[config.mk]
export PLATFORM = sky130hd
export DESIGN_NAME = mpeg_system_video_demux
export DESIGN_NICKNAME = d
export VERILOG_FILES = /design/src/rtl/mpeg_sys_pkg.sv /design/src/rtl/mpeg_pes_timestamp_capture.sv /design/src/rtl/mpeg_system_video_demux.sv
export SDC_FILE = /design/constraint.sdc
export NUM_CORES = 1
export LEC_CHECK = 0
export CAP_MARGIN = 10
export CORE_MARGIN = 2
export CORE_UTILIZATION = 57
export DETAILED_ROUTE_END_ITERATION = 16
export DONT_BUFFER_PORTS = 1
export PLACE_DENSITY = 0.72
export SLEW_MARGIN = 30
export SYNTH_ARGS = -nofsm -noshare
export SYNTH_HDL_FRONTEND = slang
export SYNTH_SLANG_ARGS = --single-unit
[constraint.sdc]
create_clock -name clk -period 4.1 [get_ports clk]
set_input_delay 0.41 -clock clk [delete_from_list [all_inputs] [get_ports clk]]
set_output_delay 0.41 -clock clk [all_outputs]
set_load 0.005 [all_outputs]
[src/rtl/mpeg_sys_pkg.sv]
// MPEG-1 system stream demux: shared constants,
// parser state encoding and PES flag-byte patterns.
package mpeg_sys_pkg;

  localparam logic [7:0] SC_PACK    = 8'hBA;
  localparam logic [7:0] SC_SYSHDR  = 8'hBB;
  localparam logic [7:0] SC_END     = 8'hB9;
  localparam logic [7:0] SC_PAD     = 8'hBE;
  localparam logic [7:0] SC_PRIV2   = 8'hBF;
  localparam logic [7:0] SC_PES_MIN = 8'hBC;

  localparam int MAX_STUFF_DEF    = 16;
  localparam int PACK_HDR_LEN_DEF = 8;

  localparam logic [7:0] PES_STUFF = 8'hFF;
  localparam logic [7:0] PES_NO_TS = 8'h0F;
  localparam logic [1:0] PES_STD   = 2'b01;
  localparam logic [2:0] PES_TS    = 3'b001;

  typedef enum logic [3:0] {
    S_SYNC0,
    S_SYNC1,
    S_SYNC2,
    S_STREAM_ID,
    S_PACK,
    S_LEN_HI,
    S_LEN_LO,
    S_SKIP,
    S_HDR,
    S_STD1,
    S_PTS,
    S_DTS,
    S_PAYLOAD
  } state_t;

  function automatic logic is_skip_id(
    input logic [7:0] id
  );
    return (id == SC_SYSHDR) ||
           (id == SC_PAD) ||
           (id == SC_PRIV2);
  endfunction

endpackage

[src/rtl/mpeg_pes_timestamp_capture.sv]
// Collects the five PTS bytes of a PES header and
// assembles the 33-bit timestamp, dropping marker bits.
module mpeg_pes_timestamp_capture (
  input  logic        clk,
  input  logic        reset_n,
  input  logic        load,
  input  logic        first,
  input  logic [7:0]  data,
  output logic [32:0] pts,
  output logic        pts_valid
);

  logic [25:0] acc;
  logic [2:0]  idx;

  always_ff @(posedge clk) begin
    if (!reset_n) begin
      acc       <= '0;
      idx       <= '0;
      pts       <= '0;
      pts_valid <= 1'b0;
    end else begin
      pts_valid <= 1'b0;
      if (load) begin
        if (first) begin
          acc <= {23'd0, data[3:1]};
          idx <= 3'd1;
        end else begin
          unique case (idx)
            3'd1, 3'd3: begin
              acc <= {acc[17:0], data};
              idx <= idx + 3'd1;
            end
            3'd2: begin
              acc <= {acc[18:0], data[7:1]};
              idx <= idx + 3'd1;
            end
            3'd4: begin
              pts       <= {acc, data[7:1]};
              pts_valid <= 1'b1;
              idx       <= 3'd0;
            end
            default: idx <= 3'd0;
          endcase
        end
      end
    end
  end

endmodule

[src/rtl/mpeg_system_video_demux.sv]
// Byte-serial MPEG-1 system demux: forwards payload of
// the selected video PES stream and extracts its PTS.
module mpeg_system_video_demux
  import mpeg_sys_pkg::*;
#(
  parameter int MAX_STUFF    = MAX_STUFF_DEF,
  parameter int PACK_HDR_LEN = PACK_HDR_LEN_DEF
) (
  input  logic        clk,
  input  logic        reset_n,
  input  logic [7:0]  sys_data,
  input  logic        sys_valid,
  input  logic [3:0]  video_sel,
  output logic [7:0]  mpeg_data,
  output logic        data_valid,
  output logic [32:0] pts,
  output logic        pts_valid,
  output logic        event_pack,
  output logic        event_end,
  output logic        sync_error
);

  state_t      state;
  logic [15:0] len;
  logic [7:0]  len_hi;
  logic [7:0]  sid;
  logic [7:0]  cnt;
  logic [7:0]  stuff;
  logic        keep;
  logic        no_stuff;
  logic        with_dts;

  logic [15:0] rem;
  logic        rem_zero;
  logic        ts_first;
  logic        ts_load;

  // len is never 0 inside counted states; guard keeps it non-wrapping
  assign rem      = (len == 16'd0) ? 16'd0 : len - 16'd1;
  assign rem_zero = (rem == 16'd0);

  assign ts_first = sys_valid && (state == S_HDR) &&
                    (sys_data[7:5] == PES_TS);
  assign ts_load  = ts_first ||
                    (sys_valid && (state == S_PTS));

  mpeg_pes_timestamp_capture u_ts (
    .clk       (clk),
    .reset_n   (reset_n),
    .load      (ts_load),
    .first     (ts_first),
    .data      (sys_data),
    .pts       (pts),
    .pts_valid (pts_valid)
  );

  always_ff @(posedge clk) begin
    if (!reset_n) begin
      state      <= S_SYNC0;
      len        <= '0;
      len_hi     <= '0;
      sid        <= '0;
      cnt        <= '0;
      stuff      <= '0;
      keep       <= 1'b0;
      no_stuff   <= 1'b0;
      with_dts   <= 1'b0;
      mpeg_data  <= '0;
      data_valid <= 1'b0;
      event_pack <= 1'b0;
      event_end  <= 1'b0;
      sync_error <= 1'b0;
    end else begin
      data_valid <= 1'b0;
      event_pack <= 1'b0;
      event_end  <= 1'b0;
      sync_error <= 1'b0;
      if (sys_valid) begin
        unique case (state)
          S_SYNC0:
            if (sys_data == 8'h00) state <= S_SYNC1;
          S_SYNC1:
            state <= (sys_data == 8'h00) ? S_SYNC2 : S_SYNC0;
          S_SYNC2:
            if (sys_data == 8'h01) state <= S_STREAM_ID;
            else if (sys_data != 8'h00) state <= S_SYNC0;
          S_STREAM_ID: begin
            sid <= sys_data;
            if (sys_data == SC_PACK) begin
              state      <= S_PACK;
              cnt        <= 8'(PACK_HDR_LEN - 1);
              event_pack <= 1'b1;
            end else if (sys_data == SC_END) begin
              state     <= S_SYNC0;
              event_end <= 1'b1;
            end else if (sys_data == {4'hE, video_sel}) begin
              state <= S_LEN_HI;
              keep  <= 1'b1;
            end else if (sys_data >= SC_PES_MIN ||
                         sys_data == SC_SYSHDR) begin
              state <= S_LEN_HI;
              keep  <= 1'b0;
            end else begin
              state      <= S_SYNC0;
              sync_error <= 1'b1;
            end
          end
          S_PACK:
            if (cnt == 8'd0) state <= S_SYNC0;
            else cnt <= cnt - 8'd1;
          S_LEN_HI: begin
            len_hi <= sys_data;
            state  <= S_LEN_LO;
          end
          S_LEN_LO: begin
            len      <= {len_hi, sys_data};
            stuff    <= '0;
            no_stuff <= 1'b0;
            with_dts <= 1'b0;
            if ({len_hi, sys_data} == 16'd0)
              state <= S_SYNC0;
            else if (!keep || is_skip_id(sid))
              state <= S_SKIP;
            else
              state <= S_HDR;
          end
          S_SKIP: begin
            len <= rem;
            if (rem_zero) state <= S_SYNC0;
          end
          S_HDR: begin
            len <= rem;
            // any header byte that exhausts len leaves no payload
            if (rem_zero) begin
              sync_error <= 1'b1;
              state      <= S_SYNC0;
            end else begin
              unique case (1'b1)
                sys_data == PES_STUFF:
                  if (no_stuff ||
                      stuff >= 8'(MAX_STUFF)) begin
                    sync_error <= 1'b1;
                    state      <= S_SKIP;
                  end else begin
                    stuff <= stuff + 8'd1;
                  end
                sys_data[7:6] == PES_STD:
                  state <= S_STD1;
                sys_data[7:5] == PES_TS: begin
                  cnt      <= 8'd3;
                  with_dts <= sys_data[4];
                  state    <= S_PTS;
                end
                sys_data == PES_NO_TS:
                  state <= S_PAYLOAD;
                default: begin
                  sync_error <= 1'b1;
                  state      <= S_SKIP;
                end
              endcase
            end
          end
          S_STD1: begin
            len      <= rem;
            no_stuff <= 1'b1;
            if (rem_zero) begin
              sync_error <= 1'b1;
              state      <= S_SYNC0;
            end else begin
              state <= S_HDR;
            end
          end
          S_PTS: begin
            len <= rem;
            if (rem_zero) begin
              sync_error <= 1'b1;
              state      <= S_SYNC0;
            end else if (cnt == 8'd0) begin
              if (with_dts) begin
                state <= S_DTS;
                cnt   <= 8'd4;
              end else begin
                state <= S_PAYLOAD;
              end
            end else begin
              cnt <= cnt - 8'd1;
            end
          end
          S_DTS: begin
            len <= rem;
            if (rem_zero) begin
              sync_error <= 1'b1;
              state      <= S_SYNC0;
            end else if (cnt == 8'd0) begin
              state <= S_PAYLOAD;
            end else begin
              cnt <= cnt - 8'd1;
            end
          end
          S_PAYLOAD: begin
            len        <= rem;
            mpeg_data  <= sys_data;
            data_valid <= 1'b1;
            if (rem_zero) state <= S_SYNC0;
          end
        endcase
      end
    end
  end

endmodule

==> After elaboration in Yosys (flattened, before gate mapping) <==
Cells that the tools add are included.
Widths: inputs -> output; s select.
{ "totals": {"regBits": 130, "inputBits": 15, "out_inout_bits": 46, "wordCells": 179} }
{ "classes": {"n_addsub": 4, "order_cmp": 2, "n_eq_ne": 43, "muxes": 60, "bitwise": 7, "reduce_logical": 45} }
{ "op_table": {"columns": ["cell", "n"], "rows": [
  ["$mux 8", 11],
  ["$eq 8x8->1 const B", 7],
  ["$mux 4", 14],
  ["$pmux 26 s2", 1],
  ["$logic_not 16->1", 3],
  ["$pmux 4 s12", 1],
  ["$pmux 8 s5", 1],
  ["$pmux 16 s2", 1],
  ["$mux 26", 1],
  ["$mux 3", 7],
  ["$eq 4x4->1 const B", 5],
  ["$eq 4x3->1 const B", 4],
  ["$logic_not 8->1", 2],
  ["$mux 16", 1],
  ["$pmux 4 s4", 1],
  ["$pmux 8 s2", 1],
  ["$reduce_and 8->1", 2],
  ["$sub 16x1->16 const B", 1],
  ["$mux 1", 15],
  ["$ne 2x2->1 const B", 7],
  ["$reduce_and 2->1", 7],
  ["$reduce_or 3->1", 4],
  ["$reduce_and 5->1", 2],
  ["$ne 3x3->1 const B", 3],
  ["other kinds (34)", 59]
]} }

==> Longest topological paths before layout <==
{ "logic_depth": {"word_depth": 7, "ltp_mapped": 11, "depth_no_buf": 9} }

==> By module <==
Synthesis repeated with hierarchy kept, for this count alone.
{ "hier_totals": {"cells_unflattened": 809, "hier_area_um2": 6857.8} }
{ "modules_own_cells": {"columns": ["mod", "instances", "cells_each", "area_each_um2", "seq_area_each_um2"], "rows": [
  ["mpeg_system_video_demux", 1, 504, 3987.6, 1341.3],
  ["mpeg_pes_timestamp_capture", 1, 305, 2870.3, 1261.2]
]} }

==> Worst setup path before layout <==
OpenSTA, ideal clock, no wires.
{ "synth_path": {"path_kind": "flip-flop to flip-flop", "start": "register len[0]", "end": "register cnt[0]", "setup_time_ps": 70, "arrival_time_ps": 2372, "required_time_ps": 4030, "setup_slack_ps": 1657, "path_stages_with_launch": 10, "n_path_buf": 1, "synth_period_minus_slack_ps": 2443, "path_cell_list": "dfxtp_1 inv_1 ha_1 or3b_4 nor3_4 o31ai_4 and3b_1 buf_6 or4_1 a21oi_1"} }
{ "synth_between": {"elab_chain_cells": 5, "elab_cells_between_ends": 8, "cone_classes": "add/sub (1); eq/ne (3); mux (1); reduce/logical (3)"} }
{ "synth_rtl": {"columns": ["item", "line_no", "rtl"], "rows": [
  ["start: declaration", "mpeg_system_video_demux.sv:24", "logic [15:0] len;"],
  ["start signal: assignment", "mpeg_system_video_demux.sv:116", "len <= {len_hi, sys_data};"],
  ["start signal: assignment", "mpeg_system_video_demux.sv:128", "len <= rem;"],
  ["start signal: assignment", "mpeg_system_video_demux.sv:132", "len <= rem;"],
  ["$sub 16x1->16 or $logic_not 16->1 (tied branches)", "mpeg_system_video_demux.sv:39", "assign rem = (len == 16'd0) ? 16'd0 : len - 16'd1;"],
  ["$mux 16 (*)", "mpeg_system_video_demux.sv:39", null],
  ["$logic_not 16->1 (*)", "mpeg_system_video_demux.sv:40", "assign rem_zero = (rem == 16'd0);"],
  ["$ne 2x2->1 (no line)", null, null],
  ["$reduce_and 8->1 (no line) (*)", null, null],
  ["end signal: assignment", "mpeg_system_video_demux.sv:91", "cnt <= 8'(PACK_HDR_LEN - 1);"],
  ["end signal: assignment", "mpeg_system_video_demux.sv:110", "else cnt <= cnt - 8'd1;"],
  ["end signal: assignment", "mpeg_system_video_demux.sv:186", "cnt <= cnt - 8'd1;"],
  ["end: declaration", "mpeg_system_video_demux.sv:27", "logic [7:0] cnt;"]
]} }
Every way passes the cells marked *; elsewhere a longest branch is shown, timed or not.
A chain may end at the register's enable or synchronous reset.

==> Worst setup path after layout <==
{ "layout_path": {"start": "register state[1]", "end": "register u_ts.acc[24]"} }
{ "layout_between": {"elab_chain_cells": 5, "elab_cells_between_ends": 9, "cone_classes": "eq/ne (2); mux (1); reduce/logical (6)"} }
{ "layout_rtl": {"columns": ["item", "line_no", "rtl"], "rows": [
  ["start: declaration", "mpeg_system_video_demux.sv:23", "state_t state;"],
  ["start signal: assignment", "mpeg_system_video_demux.sv:83", "state <= (sys_data == 8'h00) ? S_SYNC2 : S_SYNC0;"],
  ["$eq 4x4->1", "mpeg_system_video_demux.sv:42", "assign ts_first = sys_valid && (state == S_HDR) &&"],
  ["$logic_and 1x1->1 (2 in a row)", "mpeg_system_video_demux.sv:42", null],
  ["$reduce_bool 3->1 (no line) or $logic_or 1x1->1 (tied branches)", null, null],
  ["$reduce_and 2->1 (no line)", null, null],
  ["end signal: assignment", "mpeg_pes_timestamp_capture.sv:26", "acc <= {23'd0, data[3:1]};"],
  ["end signal: assignment", "mpeg_pes_timestamp_capture.sv:31", "acc <= {acc[17:0], data};"],
  ["end signal: assignment", "mpeg_pes_timestamp_capture.sv:35", "acc <= {acc[18:0], data[7:1]};"],
  ["end: declaration", "mpeg_pes_timestamp_capture.sv:13", "logic [25:0] acc;"]
]} }
Several ways; a longest one is shown, not always the timed one.

==> flow_metrics.env <==
export IMPL_pin_count=61
export IMPL_cts_sinks=130
export IMPL_area_delta_synth_final_pct=9.35
export IMPL_drv_cap=0
export IMPL_clockBufferDepth=2
export IMPL_final_max_slew_viol_count=0
export IMPL_core_mm2=0.0113
export IMPL_design_area_mm2=0.00718
export IMPL_min_to="u_ts.pts[4]$_SDFFE_PN0P_"
export IMPL_start_kind="flop"
export IMPL_final_common_cell="nand2_1"
export IMPL_grt_use_total=0.271
export IMPL_reg2reg_depth=6
export IMPL_status="finished, final reports clean"
export IMPL_final_setup_worst_slack_ns=0.897
export IMPL_yosysWarnings=0
export IMPL_clkTransAtPathRegs_ns=0.06
export IMPL_async_flop_share=0
export IMPL_synth_seq_cells=130
export IMPL_worst_pin_slew_ns=0.981
export IMPL_tns_ns=0
export IMPL_rows=39
export IMPL_synth_area_mm2=0.00657
export IMPL_finalSetupViolCount=0
export IMPL_htree_num_levels=4
export IMPL_synth_enable_flop_cells=0
export IMPL_fmax_ghz=0.312
export IMPL_mostFrequentLayoutCells="156 x nand2_1, 130 x dfxtp_1, 106 x nor2_1, 104 x a21oi_1, 30 x mux2i_1"
export IMPL_routed_wl_um=16800
export IMPL_clk_latency_ns=0.43
export IMPL_post_route_drc_count=0
export IMPL_path_common_cell="or3_1"
export IMPL_cts_tree="built"
export IMPL_wire_per_inst_um=17.4
export IMPL_path_cells="inv_1, or3_1, or3_1, and2_1, a21oi_1, nor2_1"
export IMPL_grt_max_degree=72
export IMPL_drive_above_1_share=0.0728
export IMPL_first_pass_iters=5
export IMPL_cts_setup_buffers=0
export IMPL_cp_required_ns=4.39
export IMPL_rsz0062_at_grt="no"
export IMPL_fin_worst_skew_ns=0.00647
export IMPL_vias=5956
export IMPL_antenna_left=0
export IMPL_hold_viol=0
export IMPL_grt_ovfl_total=0
export IMPL_p_per_area_mw_per_mm2=404
export IMPL_dieArea_mm2=0.0124
export IMPL_initial_core_util=0.580
export IMPL_netlist_instances=843
export IMPL_synth_top_area_frac=0.396
export IMPL_holdCritPathClass="input pin to flop"
export IMPL_gp_congestion=0.935
export IMPL_nFillCells=1001
export IMPL_synth_cell_type_count=74
export IMPL_numCtsBuffers=17
export IMPL_fin_nets=834
export IMPL_ys_seq_area_frac=0.396
export IMPL_r2r_slack_ns=0.90
export IMPL_layout_min_cycle_time_ns=3.20
export IMPL_die_x_um=111
export IMPL_min_path_cells=2
export IMPL_cts_hold_buf=0
export IMPL_postLayoutCoreUtil=0.635
export IMPL_port_buffers=0
export IMPL_synth_top_flop_cell="dfxtp_1"
export IMPL_max_stage_delay_ns=0.72
export IMPL_crit_reg2reg_launch="state[1]$_SDFFE_PN0P_"
export IMPL_viasPerCell=6.16
export IMPL_antenna_found_initial=0
export IMPL_cp_end_kind="flop"
export IMPL_first_iter_violations=502
export IMPL_ir_drop_mv=0.349
export IMPL_grt_pass1_wl_um=27300
export IMPL_cp_num_buf_inv=1
export IMPL_synth_nets=866
export IMPL_crit_arrival_ns=3.49
export IMPL_path_class="flop to flop"
export IMPL_crit_fanout=27
export IMPL_synth_top_cell_by_area="dfxtp_1"
export IMPL_seq_area_mm2=0.00260
export IMPL_die_y_um=111
export IMPL_cts_resized=0
export IMPL_crit_family="simple AND/OR/NAND/NOR gates"
export IMPL_synth_area_top_cells="dfxtp_1 40%, nand2_1 8.9%, a21oi_1 7.9%, nor2_1 6.1%, mux2i_1 4.6%"
export IMPL_place_ws_ns=0.965
export IMPL_slowest_stage="or3_1"
export IMPL_cts_root_buf="clkbuf_16"
export IMPL_fin_crit_sh=0.781
export IMPL_multi_input_area_mm2=0.00368
export IMPL_power_mw=2.90
export IMPL_rr_endpoint="u_ts.acc[24]$_SDFFE_PN0P_"
export IMPL_hp_start="sys_data[5]"
export IMPL_placed_area_mm2=0.00655
export IMPL_syn_avg_cell_area_um2=7.79
export IMPL_relSlewSlack=0.344
export IMPL_grt_pass1_vias=5394
export IMPL_leakage_nw=2.54
export IMPL_place_hpwl_um=11300
export IMPL_num_antenna_cells=0
## state kept, by name, summed over array words and instances (netlist names)
register,cells
keep,1
u_ts.idx,3
sync_error,1
event_end,1
u_ts.pts,33
no_stuff,1
mpeg_data,8
len,16
sid,8
state,4
event_pack,1
u_ts.pts_valid,1
u_ts.acc,26
stuff,8
cnt,8
len_hi,8
data_valid,1
with_dts,1
## stage by stage
step	hold slack, ns	cells
finish	0.121	967
global route	0.112	967
CTS	0.106	967
detailed placement	0.439	935
global placement	0.433	935
floorplan	0.420	843
## cell families (layout without fill, tap and decap cells)
logic type | after synthesis | in the layout | share of synthesized area
AND/OR/NAND/NOR | 381 | 381 | 0.273
AO/OA/AOI/OAI | 212 | 212 | 0.206
flip-flops | 130 | 130 | 0.396
buffers and inverters | 71 | 52 | 0.0444
multiplexers | 31 | 31 | 0.0480
XOR/XNOR | 10 | 10 | 0.0173
adder cells (fa/ha/maj) | 8 | 8 | 0.0152
## per-layer routing
layer | GRT usage | routed length [um] | vias up
met4 | 0.0971 | 265 | 0
li1 | - | - | 2909
met2 | 0.415 | 7620 | 228
met3 | 0.0724 | 1130 | 32
met5 | 0 | 0 | -
met1 | 0.372 | 7810 | 2787
## power breakdown
part	total, mW	leakage [nW]	switching (mW)	internal, mW
Sequential	1.26	1.05	0.000237	1.26
Combinational	0.0418	1.19	0.0285	0.0133
Clock	1.60	0.300	0.571	1.03
## area by class of cell
cell class,instances,share of cell area
timing repair buffer,5,0.00522
tap,143,0.0249
clock buffer,22,0.0674
multi-input combinational,642,0.512
clock inverter,10,0.0206
inverter,15,0.00801
sequential,130,0.362
## how the worst max path moves through the flow
stage,startpoint,depth (start not counted),endpoint,slack (ns)
2_1_floorplan,len[0]$_SDFFE_PN0P_,9,cnt[0]$_SDFFE_PN0P_,1.66
3_3_place_gp,state[1]$_SDFFE_PN0P_,6,u_ts.acc[24]$_SDFFE_PN0P_,1.07
3_5_place_dp,state[1]$_SDFFE_PN0P_,6,u_ts.acc[5]$_SDFFE_PN0P_,0.97
4_1_cts,state[1]$_SDFFE_PN0P_,6,u_ts.acc[24]$_SDFFE_PN0P_,0.94
5_1_grt,state[1]$_SDFFE_PN0P_,6,u_ts.acc[5]$_SDFFE_PN0P_,0.65
6_report,state[1]$_SDFFE_PN0P_,6,u_ts.acc[24]$_SDFFE_PN0P_,0.90
## synth_stat cells (5+ instances only)
cell      number
mux2i_1       30
nor3_1        17
o21ai_1        8
nor4_1        11
and2_1         5
nand2b_1      12
nand3_1       15
nor2b_1        8
a21o_1         6
buf_2          5
ha_1           8
inv_1         15
o311ai_1       5
nand4_1       13
dfxtp_1      130
clkbuf_1      48
a22oi_1       11
nand2_1      156
or4_1          6
a21oi_1      104
o31ai_1        8
xnor2_1        8
nor2_1       106
o21ai_0       25
Note: power is estimated with default switching activity, not from simulation.
